===== src/rtl/acq_sequencer.sv =====
// rtl/acq_sequencer.sv - segmented trigger/delay/capture sequencer for the dual-channel ADC path
module acq_sequencer #(
  parameter logic [31:0] ADDR_BASE = 32'h4000_0000,
  parameter int unsigned CNT_W     = 16,
  parameter int unsigned SEG_W     = 8
) (
  input  logic             clk,
  input  logic             rst,
  input  logic             start,
  input  logic             abort,
  input  logic [CNT_W-1:0] cfg_delay,
  input  logic [CNT_W-1:0] cfg_len,
  input  logic [SEG_W-1:0] cfg_segments,
  input  logic             trig,
  input  logic [13:0]      adc_A,
  input  logic [13:0]      adc_B,
  output logic [13:0]      data_out_A,
  output logic [13:0]      data_out_B,
  output logic             write_enable,
  output logic [31:0]      write_address,
  output logic             busy,
  output logic             done,
  output logic [SEG_W-1:0] seg_count,
  output logic [7:0]       trig_missed
);

  typedef enum logic [2:0] {S_IDLE, S_ARMED, S_DELAY, S_CAPTURE, S_DONE} state_e;

  state_e           state_q, state_d;
  logic             trig_q;
  logic [CNT_W-1:0] delay_q, delay_d, len_q, len_d, cnt_q, cnt_d;
  logic [SEG_W-1:0] segs_q, segs_d, seg_count_q, seg_count_d, seg_inc;
  logic [7:0]       missed_q, missed_d;
  logic [31:0]      addr_q, addr_d, next_addr_q, next_addr_d;
  logic [13:0]      a_q, a_d, b_q, b_d;
  logic             we_q, we_d, done_q, done_d;
  logic             trig_edge;

  assign trig_edge = trig & ~trig_q;
  assign seg_inc   = seg_count_q + SEG_W'(1);

  always_comb begin
    state_d     = state_q;
    delay_d     = delay_q;
    len_d       = len_q;
    segs_d      = segs_q;
    cnt_d       = cnt_q;
    seg_count_d = seg_count_q;
    missed_d    = missed_q;
    addr_d      = addr_q;
    next_addr_d = next_addr_q;
    a_d         = a_q;
    b_d         = b_q;
    we_d        = 1'b0;
    done_d      = 1'b0;

    if (trig_edge && (state_q == S_DELAY || state_q == S_CAPTURE) && missed_q != 8'hFF)
      missed_d = missed_q + 8'd1;

    // abort freezes the status counters, so the missed-edge increment is undone here
    if (abort && state_q != S_IDLE) begin
      state_d  = S_IDLE;
      missed_d = missed_q;
    end else begin
      case (state_q)
        S_IDLE: begin
          if (start && !abort) begin
            delay_d     = cfg_delay;
            len_d       = cfg_len;
            segs_d      = cfg_segments;
            seg_count_d = '0;
            missed_d    = 8'd0;
            addr_d      = ADDR_BASE;
            next_addr_d = ADDR_BASE;
            cnt_d       = '0;
            state_d     = (cfg_len == '0 || cfg_segments == '0) ? S_DONE : S_ARMED;
          end
        end
        S_ARMED: begin
          if (trig_edge) begin
            if (delay_q == '0) begin
              cnt_d   = '0;
              state_d = S_CAPTURE;
            end else begin
              cnt_d   = delay_q - CNT_W'(1);
              state_d = S_DELAY;
            end
          end
        end
        S_DELAY: begin
          if (cnt_q == '0) state_d = S_CAPTURE;
          else             cnt_d   = cnt_q - CNT_W'(1);
        end
        S_CAPTURE: begin
          we_d        = 1'b1;
          a_d         = adc_A;
          b_d         = adc_B;
          addr_d      = next_addr_q;
          next_addr_d = next_addr_q + 32'd1;
          // cnt counts writes within the segment; the delay countdown left it at zero
          if (cnt_q == len_q - CNT_W'(1)) begin
            cnt_d       = '0;
            seg_count_d = seg_inc;
            state_d     = (seg_inc == segs_q) ? S_DONE : S_ARMED;
          end else begin
            cnt_d = cnt_q + CNT_W'(1);
          end
        end
        S_DONE: begin
          done_d  = 1'b1;
          state_d = S_IDLE;
        end
        default: state_d = S_IDLE;
      endcase
    end
  end

  always_ff @(posedge clk) begin
    if (rst) begin
      state_q     <= S_IDLE;
      trig_q      <= 1'b0;
      delay_q     <= '0;
      len_q       <= '0;
      segs_q      <= '0;
      cnt_q       <= '0;
      seg_count_q <= '0;
      missed_q    <= 8'd0;
      addr_q      <= ADDR_BASE;
      next_addr_q <= ADDR_BASE;
      a_q         <= 14'd0;
      b_q         <= 14'd0;
      we_q        <= 1'b0;
      done_q      <= 1'b0;
    end else begin
      state_q     <= state_d;
      trig_q      <= trig;
      delay_q     <= delay_d;
      len_q       <= len_d;
      segs_q      <= segs_d;
      cnt_q       <= cnt_d;
      seg_count_q <= seg_count_d;
      missed_q    <= missed_d;
      addr_q      <= addr_d;
      next_addr_q <= next_addr_d;
      a_q         <= a_d;
      b_q         <= b_d;
      we_q        <= we_d;
      done_q      <= done_d;
    end
  end

  assign data_out_A    = a_q;
  assign data_out_B    = b_q;
  assign write_enable  = we_q;
  assign write_address = addr_q;
  assign busy          = (state_q != S_IDLE);
  assign done          = done_q;
  assign seg_count     = seg_count_q;
  assign trig_missed   = missed_q;

endmodule

===== config.mk =====
export PLATFORM = sky130hd
export DESIGN_NAME = acq_sequencer
export DESIGN_NICKNAME = d
export VERILOG_FILES = /design/src/rtl/acq_sequencer.sv
export SDC_FILE = /design/constraint.sdc
export NUM_CORES = 1
export LEC_CHECK = 0
export ABC_AREA = 0
export CELL_PAD_IN_SITES_DETAIL_PLACEMENT = 0
export CELL_PAD_IN_SITES_GLOBAL_PLACEMENT = 1
export CORE_MARGIN = 3
export CORE_UTILIZATION = 25
export DETAILED_ROUTE_END_ITERATION = 8
export GPL_TIMING_DRIVEN = 0
export PLACE_DENSITY_LB_ADDON = 0.1
export SETUP_SLACK_MARGIN = 0.1
export SKIP_LAST_GASP = 1
export SLEW_MARGIN = 15
export SYNTH_ARGS = -nofsm -noshare
export SYNTH_HDL_FRONTEND = slang
export SYNTH_SLANG_ARGS = --single-unit

===== constraint.sdc =====
create_clock -name clk -period 3.62 [get_ports clk]
set_input_delay 0.905 -clock clk [delete_from_list [all_inputs] [get_ports clk]]
set_output_delay 0.905 -clock clk [all_outputs]
set_load 0.05 [all_outputs]

==> out/qor.yml <==
status: "completed"
clk_path_buf_depth: 2
num-fill-cells: 3595
rsz0062_at_grt: "yes"
drt_iter0_drc: 460
cts.sinks: 170
dieArea_mm2: 0.0355
max_freq_mhz: 295
synthXorXnorAreaFrac: 0.0970
syn_area_per_cell_um2: 7.75
period_needed_ps: 3400
start_util: 0.254
start_kind: "input port"
core_mm2: 0.0327
io_buffers: 151
syn_nets: 1155
netlist_area_mm2: 0.00832
post_drt_wl_per_cell_um: 17.4
crit_type: "input port to flip-flop"
antenna_left: 0
clk_latency_ps: 440
syn2layout_area_growth_pct: 32.8
track_usage: 0.167
synth_top_family_by_area: "simple AND/OR/NAND/NOR gates"
vias: 8099
drive_gt1_frac: 0.0446
place_hpwl_mm: 22.5
p_sw_frac: 0.262
hold_class: "flip-flop to flip-flop"
cap_viol_max_count: 0
wl_met1_mm: 14.3
synth_warnings: 0
end_kind: "flip-flop"
power_frac_comb: 0.123
synth_compound_area_frac: 0.151
die_w_um: 188
dr.max_layer_used: "met5"
synthAdderAreaFrac: 0.0120
final_cell_mix: "nand2_1, dfxtp_1, clkdlybuf4s50_1, a21oi_1, nor2_1"
num_rows: 66
ys_seq_area_frac: 0.409
wirelength_mm: 29.6
h-tree-depth: 4
die_h_um: 188
drv_slew: 0
nets: 1326
ys_ff_latch: 170
mostFrequentLayoutCell: "nand2_1"
drt-pass1-iter-count: 5
ys_types: 58
wl_met3_mm: 1.33
ir_worst_vdd_v: 0.000274
cp_max_fo: 10
p_int_uw: 3210
p_leak_uw: 0.00382
hold_viol_final: 0
relSlewSlack: 0.226
overflow: 0
powerDensity_mw_per_mm2: 394
p_total_uw: 4350
power.share.sequential: 0.444
antenna_found_initial: 2
synth_edf_count: 0
grt_max_degree: 17
arrival_ps: 3700
worstPathRequired_ps: 3920
clock_skew_ps: 17.1
tns_ps: 0
viasPerCell: 4.77
first_global_vias: 8020
met2_length_mm: 13.5
numCtsBuffers: 17
route.detailed.drc: 0
setup_violations: 0
io_pins: 152
antenna_cells: 0
multiInputGateArea_mm2: 0.00464
clkPwrFrac: 0.434
cts_hold_buf: 0
synth_ff_type: "dfxtp_1"
switchingPower_uw: 1140
gp_congestion: 0.817
grt_pass1_wl_mm: 46.5
syn_inst: 1074
tightest_slew_ps: 1150
cts-root-buf: "clkbuf_16"
ys_async_sr_fraction: 0
regArea_mm2: 0.00340
synthSimpleGateAreaFrac: 0.287
muxShareOfSynthArea: 0.00481
clkTransAtPathRegs_ps: 70
period_share: 0.938
cts_tree: "built"
-- timing repair --
item | in CTS | in global routing
endpoints found under the setup margin | 19 | 28
endpoints found under the hold margin | 0 | 0
cloned | 0 | 0
buffers inserted | 0 | 0
gates resized for setup | 6 | 9
pin swaps | 0 | 1
-- power groups by stage --
stage	clock network, uW	registers [uW]	logic [uW]
floorplan	0	1960	317
global placement	0	1970	530
detailed placement	0	1970	531
CTS	1950	1930	537
global route	2030	1930	591
finish	1890	1930	534
-- flip-flops by register name, summed over array words and instances, names as in the netlist, 14 cells and up --
register / flops
delay_q: 16
data_out_B: 14
data_out_A: 14
cnt_q: 16
len_q: 16
write_address: 32
next_addr_q: 32
-- synthesized netlist by cell type, types with 20 or more instances --
cell      count  area share
nand2_1     219       0.099
and3_1       31       0.023
nor3_1       20       0.012
nor4_1       21       0.016
a21oi_1     114       0.069
nand3_1      47       0.028
o21ai_0      22       0.013
xnor2_1      40       0.042
nor2_1       84       0.038
dfxtp_1     170        0.41
xor2_1       47       0.049
clkbuf_1     65       0.029
-- per-stage QoR --
step | hold slack [ps] | setup WS (ps) | area [um2] | util | std cells
finish | 451 | 225 | 11000 | 0.338 | 1699
global route | 474 | 93.0 | 11000 | 0.338 | 1699
CTS | 453 | 111 | 11000 | 0.337 | 1699
detailed placement | 446 | -702 | 10400 | 0.318 | 1668
global placement | 442 | -867 | 10400 | 0.318 | 1667
floorplan | 445 | 541 | 8320 | - | 1074
-- layer usage --
layer  vias up  global-route usage
li1       4088                   -
met3        26              0.0400
met5         -                   0
met1      3832               0.223
met4         4              0.0421
met2       149               0.272
-- logic make-up (layout without fill, tap and decap cells) --
family / Yosys count / after routing
multiplexers: 4 / 4
flip-flops: 170 / 170
AND/OR/NAND/NOR: 506 / 506
XOR/XNOR: 89 / 89
adder cells (fa/ha/maj): 8 / 8
AO/OA/AOI/OAI: 210 / 210
buffers and inverters: 87 / 270
-- path summary, 6_finish.rpt --
path	slack [ps]	from	cells after the start	to
min	450	write_address[8]	2	write_address[8]
max	220	abort	8	state_q[0]
max reg2reg	240	delay_q[0]	10	cnt_q[4]
min reg2reg	450	write_address[8]	2	write_address[8]
-- layout make-up --
class                   instances  share of cell area
multi-input cells             817               0.420
flip-flops and latches        170               0.308
repair buffers                152               0.137
well taps                     442              0.0501
clock buffers                  23              0.0442
plain buffers                  69              0.0242
clock inverters                 8             0.00997
inverters                      18             0.00646
-- critical path, cell delays in order --
cell	delay, ps
clkdlybuf4s50_1	630
inv_1	160
a2111oi_2	490
and3b_1	290
nand2_1	320
clkinvlp_4	370
nand2_1	350
o211ai_1	160
Power figures use the tool's default switching activity.
